<file path="src/rtl/alu_op_issue.sv">
// Issue/retire stage around the 4-bit combinational alu: command FIFO, registered
// alu inputs, one-cycle result capture, valid/ready result port and an accumulator.
module alu_op_issue #(
    parameter int WIDTH = 4,
    parameter int DEPTH = 4,
    parameter int PTR_W = 2
) (
    input  logic             clk,
    input  logic             reset,
    input  logic             cmd_valid,
    output logic             cmd_ready,
    input  logic [WIDTH-1:0] cmd_a,
    input  logic [WIDTH-1:0] cmd_b,
    input  logic [1:0]       cmd_op,
    input  logic             cmd_l,
    input  logic             cmd_acc,
    output logic [WIDTH-1:0] alu_a,
    output logic [WIDTH-1:0] alu_b,
    output logic [1:0]       alu_op,
    output logic             alu_l,
    input  logic [WIDTH-1:0] alu_r,
    input  logic             alu_zero,
    input  logic             alu_carry,
    input  logic             alu_sign,
    output logic             res_valid,
    input  logic             res_ready,
    output logic [WIDTH-1:0] res_r,
    output logic             res_zero,
    output logic             res_carry,
    output logic             res_sign,
    output logic [WIDTH-1:0] acc,
    output logic             busy
);

    // Entry layout: {acc_sel, l, op[1:0], b, a}
    localparam int ENT_W = 2 * WIDTH + 4;

    typedef enum logic [1:0] {IDLE, DRIVE, HOLD} state_t;

    state_t             state, state_nxt;
    logic [ENT_W-1:0]   mem [DEPTH];
    logic [PTR_W-1:0]   wr_ptr, rd_ptr;
    logic [PTR_W:0]     count;
    logic               push, pop;
    logic [ENT_W-1:0]   head;

    // Full is judged on the registered count, so a same-cycle pop never frees a slot.
    assign cmd_ready = (count != (PTR_W + 1)'(DEPTH));
    assign push      = cmd_valid && cmd_ready;
    assign head      = mem[rd_ptr];
    assign busy      = (state != IDLE) || (count != '0);

    always_ff @(posedge clk) begin
        if (reset) begin
            wr_ptr <= '0;
            rd_ptr <= '0;
            count  <= '0;
        end else begin
            if (push) wr_ptr <= wr_ptr + 1'b1;
            if (pop)  rd_ptr <= rd_ptr + 1'b1;
            case ({push, pop})
                2'b10:   count <= count + 1'b1;
                2'b01:   count <= count - 1'b1;
                default: count <= count;
            endcase
        end
    end

    always_ff @(posedge clk) begin
        if (push && !reset) mem[wr_ptr] <= {cmd_acc, cmd_l, cmd_op, cmd_b, cmd_a};
    end

    always_ff @(posedge clk) begin
        if (reset) state <= IDLE;
        else       state <= state_nxt;
    end

    always_comb begin
        state_nxt = state;
        pop       = 1'b0;
        case (state)
            IDLE: begin
                if (count != '0) begin
                    pop       = 1'b1;
                    state_nxt = DRIVE;
                end
            end
            DRIVE:   state_nxt = HOLD;
            HOLD:    if (res_ready) state_nxt = IDLE;
            default: state_nxt = IDLE;
        endcase
    end

    // Pop only happens in IDLE, after the previous capture, so acc is always current.
    always_ff @(posedge clk) begin
        if (reset) begin
            alu_a     <= '0;
            alu_b     <= '0;
            alu_op    <= '0;
            alu_l     <= 1'b0;
            res_valid <= 1'b0;
            res_r     <= '0;
            res_zero  <= 1'b0;
            res_carry <= 1'b0;
            res_sign  <= 1'b0;
            acc       <= '0;
        end else begin
            if (pop) begin
                alu_a  <= head[ENT_W-1] ? acc : head[WIDTH-1:0];
                alu_b  <= head[2*WIDTH-1:WIDTH];
                alu_op <= head[2*WIDTH+1:2*WIDTH];
                alu_l  <= head[2*WIDTH+2];
            end
            if (state == DRIVE) begin
                res_r     <= alu_r;
                res_zero  <= alu_zero;
                res_carry <= alu_carry;
                res_sign  <= alu_sign;
                acc       <= alu_r;
                res_valid <= 1'b1;
            end
            if (state == HOLD && res_ready) res_valid <= 1'b0;
        end
    end

endmodule
</file>
<file path="config.mk">
export PLATFORM = sky130hd
export DESIGN_NAME = alu_op_issue
export DESIGN_NICKNAME = d
export VERILOG_FILES = /design/src/rtl/alu_op_issue.sv
export SDC_FILE = /design/constraint.sdc
export NUM_CORES = 1
export LEC_CHECK = 0
export CORE_MARGIN = 4
export CORE_UTILIZATION = 45
export DETAILED_ROUTE_END_ITERATION = 10
export GPL_TIMING_DRIVEN = 0
export PLACE_DENSITY = 0.71
export SYNTH_ARGS = -nofsm -noshare
export SYNTH_HDL_FRONTEND = slang
export SYNTH_SLANG_ARGS = --single-unit
</file>
<file path="constraint.sdc">
create_clock -name clk -period 2.25 [get_ports clk]
set_clock_uncertainty 0.2 [all_clocks]
set_input_delay 0.45 -clock clk [delete_from_list [all_inputs] [get_ports clk]]
set_output_delay 0.45 -clock clk [all_outputs]
set_load 0.05 [all_outputs]
</file>
### Word-level counts from Yosys, hierarchy flattened

Memories as Yosys holds them, arrays and structs flattened. A register that Yosys moved wholly into a read port is not among the register bits.
Cells that the tools add are included.

* equality and inequality tests: 7
* $add $sub $neg: 4
* mux-type cells: 11
* reductions and logical operators: 11

Operators with widths (count)
* two-way mux 2 bit: 4
* one-hot mux 2 bit (3 select lines): 1
* one-hot mux 3 bit (2 select lines): 1
* adder 2 x 1 -> 2 bit, second input constant: 2
* == test 2 x 1 -> 1 bit, second input constant: 2
* == test 2 bit, second input constant: 2
* two-way mux 1 bit: 4
* two-way mux 4 bit: 1
* != test 2 bit, second input constant: 2
* nonzero test 2 bit: 2
* adder 3 x 1 -> 3 bit, second input constant: 1
* logical AND 1 bit: 3
* != test 3 bit, second input constant: 1
* nonzero test 3 bit: 1
* subtractor 3 x 1 -> 3 bit, second input constant: 1
* logical NOT 2 bit: 1
* AND reduction 2 bit: 1
* OR reduction 2 bit: 1
* logical NOT 1 bit: 1
* logical OR 1 bit: 1

* memories: 1
* output and inout bits: 25
* bits in registers: 28
* RAM bits: 48
* logic and storage cells: 47
* input bits: 23

Memories
* mem: words 4, width 12, rd ports 1, clocked after memory_dff 1, wr ports 1, line 41 `logic [ENT_W-1:0] mem [DEPTH];`

### Depth between registers and ports, before layout

* depth in word-level cells: 5
* gate-level depth with buffers: 9
* depth with buffers taken out: 9

### Worst setup path before layout

OpenSTA, ideal clock, no wires.

* path type: reg-to-reg
* start: register count[2]
* end: register count[2]
* arrival time: 2.266 ns
* library setup time: 0.070 ns
* path buffers: 0
* clock period less this slack: 2.536 ns
* stages on the path, launching flop included: 10
* setup slack: -0.286 ns
* required time: 1.980 ns
* cells stage by stage: dfxtp_1 > nor3b_1 > inv_1 > nand2_1 > ha_1 > inv_1 > fa_1 > xor2_1 > or3_1 > a21oi_1

* elaborated cells between the ends (all ways): 11
* those cells by class: add/sub: 2; eq/ne: 3; mux: 3; reduce/logical: 3

RTL lines
* start: declaration: line 43 `logic [PTR_W:0] count;`
* start signal: assignment: line 62 `2'b10: count <= count + 1'b1;`
* start signal: assignment: line 63 `2'b01: count <= count - 1'b1;`
* start signal: assignment: line 64 `default: count <= count;`
* != test 3 bit *: line 48 `assign cmd_ready = (count != (PTR_W + 1)'(DEPTH));`
* net cmd_ready: line 11 `output logic cmd_ready,`
* logical AND 1 bit *: line 49 `assign push = cmd_valid && cmd_ready;`
* == test 2 x 1 -> 1 bit or == test 2 bit (tied branches): line 61 `case ({push, pop})`
* one-hot mux 3 bit (2 select lines) or nonzero test 2 bit (tied branches)

The timed path passes the listed nets; every way through them passes the cells marked *.
A chain may end at the register's enable or synchronous reset.

### Final worst setup path

* start: register count[0]
* end: register count[2]

* word-level cells in the longest chain between the ends: 5
* elaborated cells between the ends (all ways): 11
* those cells by class: add/sub: 2; eq/ne: 3; mux: 3; reduce/logical: 3

Ends and longest elaborated chain
* nonzero test 3 bit: line 83 `if (count != '0) begin`
* two-way mux 1 bit: line 83
* two-way mux 1 bit: line 81 `case (state)`
* == test 2 x 1 -> 1 bit or == test 2 bit (tied branches): line 61
* one-hot mux 3 bit (2 select lines) or nonzero test 2 bit (tied branches)

Parallel ways exist; a longest one is shown, timed or not.

==> results.tsv <==
metric	value	unit
fin_nets	308	
gp_congestion	0.766	
clk_latency	350	ps
min_path_cells	2	
switching_power	1.94	mW
synth_top_family_by_area	multiplexers	
grtUsageTotal	14.5	%
ant_nets	0	
seq_area_frac_synth	67.3	%
fin_crit	2210	ps
start_util	47.0	%
worstPathArrival	2290	ps
required	2320	ps
synth_edf_count	48	
synthArstFlopShare	0	%
drv_slew	0	
power.leakage	1.40	nW
synthMuxAreaShare	10.5	%
routed_wl	5.75	mm
grt_pass1_wl	9.18	mm
hold_violations	0	
status	complete, no violations	
switching_share	38.3	%
place.port_buffers	47	
wl_per_cell	15.9	um
drv_cap	0	
seqPwrFrac	37.8	%
power_density	1300	mW/mm2
postCtsHoldBufs	0	
fmax	452	MHz
reg2reg_slack	40	ps
grt_pass1_vias	1809	
clk_pin_slew	80	ps
vias	1882	
drc	0	
start_kind	flop	
synth_nets	245	
combPwrFrac	42.2	%
cts.sinks	78	
synth-compound-area-share	7.51	%
yosys_warnings	0	
cts_buffers	9	
syn_area	0.00303	mm2
syn_avg_cell_area	14.0	um2
clkPwrFrac	20.0	%
tritoncts	done	
synth_cells	216	
peakVddDrop	502	uV
tns	0	ps
post-dp-hpwl	3.92	mm
internal-power	3.12	mW
die-area	0.00812	mm2
synth_seq_cells	78	
slew_headroom	65.8	%
hold_class	reg -> reg	
grt_antenna_before_repair	0	
nFillCells	477	
worstSetupEndpointType	flop	
preCtsSetupSlack	-374	ps
h-tree-depth	3	
crit_fanout	4	
antenna_cells	0	
crit_type	reg -> reg	
setup_viol	0	
worst_slack	39.2	ps
dpl_cell_area	0.00362	mm2
grt_remaining_overflow	0	
drive_above_1_share	20.1	%
tightest_slew	512	ps
cts-root-buf	clkbuf_8	
synth_fa_ha_area_share	2.72	%
synth_cell_type_count	30	
core_area	0.00646	mm2
worst-r2r-cell-count	9	
rsz0062_at_grt	true	
synth-main-ff-cell	edfxtp_1	
floorplan.rows	29	
area_delta_synth_final	28.5	%
die_w	90.1	um
viasPerCell	5.21	
fin_area	0.00390	mm2
synth-xor-area-share	0.578	%
ios	48	
grt_start_max_net_pins	14	
die_h	90.1	um
clock_path_buffers	2	
drt_iter0_drc	63	
synth-simple-area-share	7.76	%
firstDrtPassIters	4	
fin_crit_sh	98.3	%
## path summary, 6_finish.rpt
check            from  endpoint
max          count[0]  count[2]
min          res_sign  res_sign
min reg2reg  res_sign  res_sign
max reg2reg  count[0]  count[2]
## logic make-up after synthesis
logic type / after synthesis
XOR/XNOR: 2
buffers and inverters: 23
AND/OR/NAND/NOR: 48
AO/OA/AOI/OAI: 43
adder cells (fa/ha/maj): 6
multiplexers: 16
flip-flops: 78
## layout make-up
cell class / instances / area, um2 / share of cell area [%]
Buffer: 15 / 85.1 / 2.18
Clock buffer: 10 / 128 / 3.27
Clock inverter: 6 / 62.6 / 1.60
Inverter: 8 / 32.5 / 0.834
Multi-Input combinational cell: 115 / 938 / 24.1
Sequential cell: 78 / 2050 / 52.7
Tap cell: 77 / 96.3 / 2.47
Timing Repair Buffer: 52 / 503 / 12.9
## worst max-delay path: stages (launching register included)
cell and delay, ps:
dfxtp_4 370, nor3b_4 300, inv_4 60, nand2_2 100, ha_4 140, inv_1 50
fa_2 330, xor2_1 150, or3_1 300, a21oi_1 130
## cell usage in the layout, fill, tap and decap left out, types with 2 or more instances in the layout
cell type	count
dlygate4sd2_1	6
mux4_1	2
a21oi_1	26
dfxtp_2	3
nand3_1	10
clkbuf_8	9
clkdlybuf4s50_1	37
mux4_2	10
dfxtp_1	25
inv_1	7
or3_1	2
clkbuf_1	8
ha_1	4
mux2i_1	4
nand2_1	15
nor3_1	2
o21ai_0	12
nor2_1	4
dfxtp_4	2
buf_2	2
edfxtp_1	48
buf_4	9
dlymetal6s2s_1	3
and2_2	4
xor2_1	2
a211oi_1	4
clkinvlp_4	2
## cell usage after synthesis, types with 2 or more instances
| master | number | share of area, % |
|---|---|---|
| ha_1 | 5 | 2.1 |
| mux4_2 | 10 | 7.4 |
| nand2_1 | 16 | 2.0 |
| clkbuf_1 | 9 | 1.1 |
| nor2_1 | 6 | 0.74 |
| a21oi_1 | 26 | 4.3 |
| inv_1 | 8 | 0.99 |
| mux2i_1 | 4 | 1.3 |
| a211oi_1 | 4 | 0.99 |
| xor2_1 | 2 | 0.58 |
| and2_1 | 4 | 0.82 |
| o21ai_0 | 12 | 2.0 |
| nor3_1 | 3 | 0.49 |
| mux4_1 | 2 | 1.7 |
| nand3_1 | 10 | 1.7 |
| edfxtp_1 | 48 | 48 |
| buf_4 | 4 | 0.99 |
| or3_1 | 2 | 0.41 |
| dfxtp_1 | 30 | 20 |
## per-stage QoR
step	hold WS (ps)	cells	util [%]	power (mW)
3_5_place_dp	249	340	56.0	3.93
2_1_floorplan	253	216	-	3.35
3_3_place_gp	242	340	56.0	3.90
6_report	256	361	60.4	5.06
5_1_grt	287	361	60.4	5.36
4_1_cts	259	356	59.0	4.94
## power by group through the flow
stage / Sequential (mW) / Clock, mW / Combinational [mW]
floorplan: 2.30 / 0 / 1.05
global placement: 1.92 / 0 / 1.98
detailed placement: 1.93 / 0 / 2.01
CTS: 1.90 / 1.03 / 2.00
global route: 1.94 / 1.10 / 2.32
finish: 1.91 / 1.01 / 2.13
## flip-flops by register name, indices dropped and copies added, names as in the netlist, 2 cells and up, named ones only
name and count:
acc 4, alu_a 4, alu_b 4, alu_op 2
count 3, mem 48, rd_ptr 2, state 2
wr_ptr 2
## what timing repair did
action | CTS | global route
cloned | 0 | 0
buffers inserted | 0 | 5
endpoints found under the setup margin | 8 | 38
pin swaps | 0 | 2
resized for setup | 11 | 26
## layer usage
layer / GRT usage, % / vias up / wire length [um]
met2: 22.0 / 59 / 2740
met1: 18.9 / 898 / 2610
met5: 0 / - / 0
li1: - / 923 / -
met3: 4.84 / 2 / 357
met4: 6.51 / 0 / 39
Note: power is estimated with default switching activity, not from simulation.
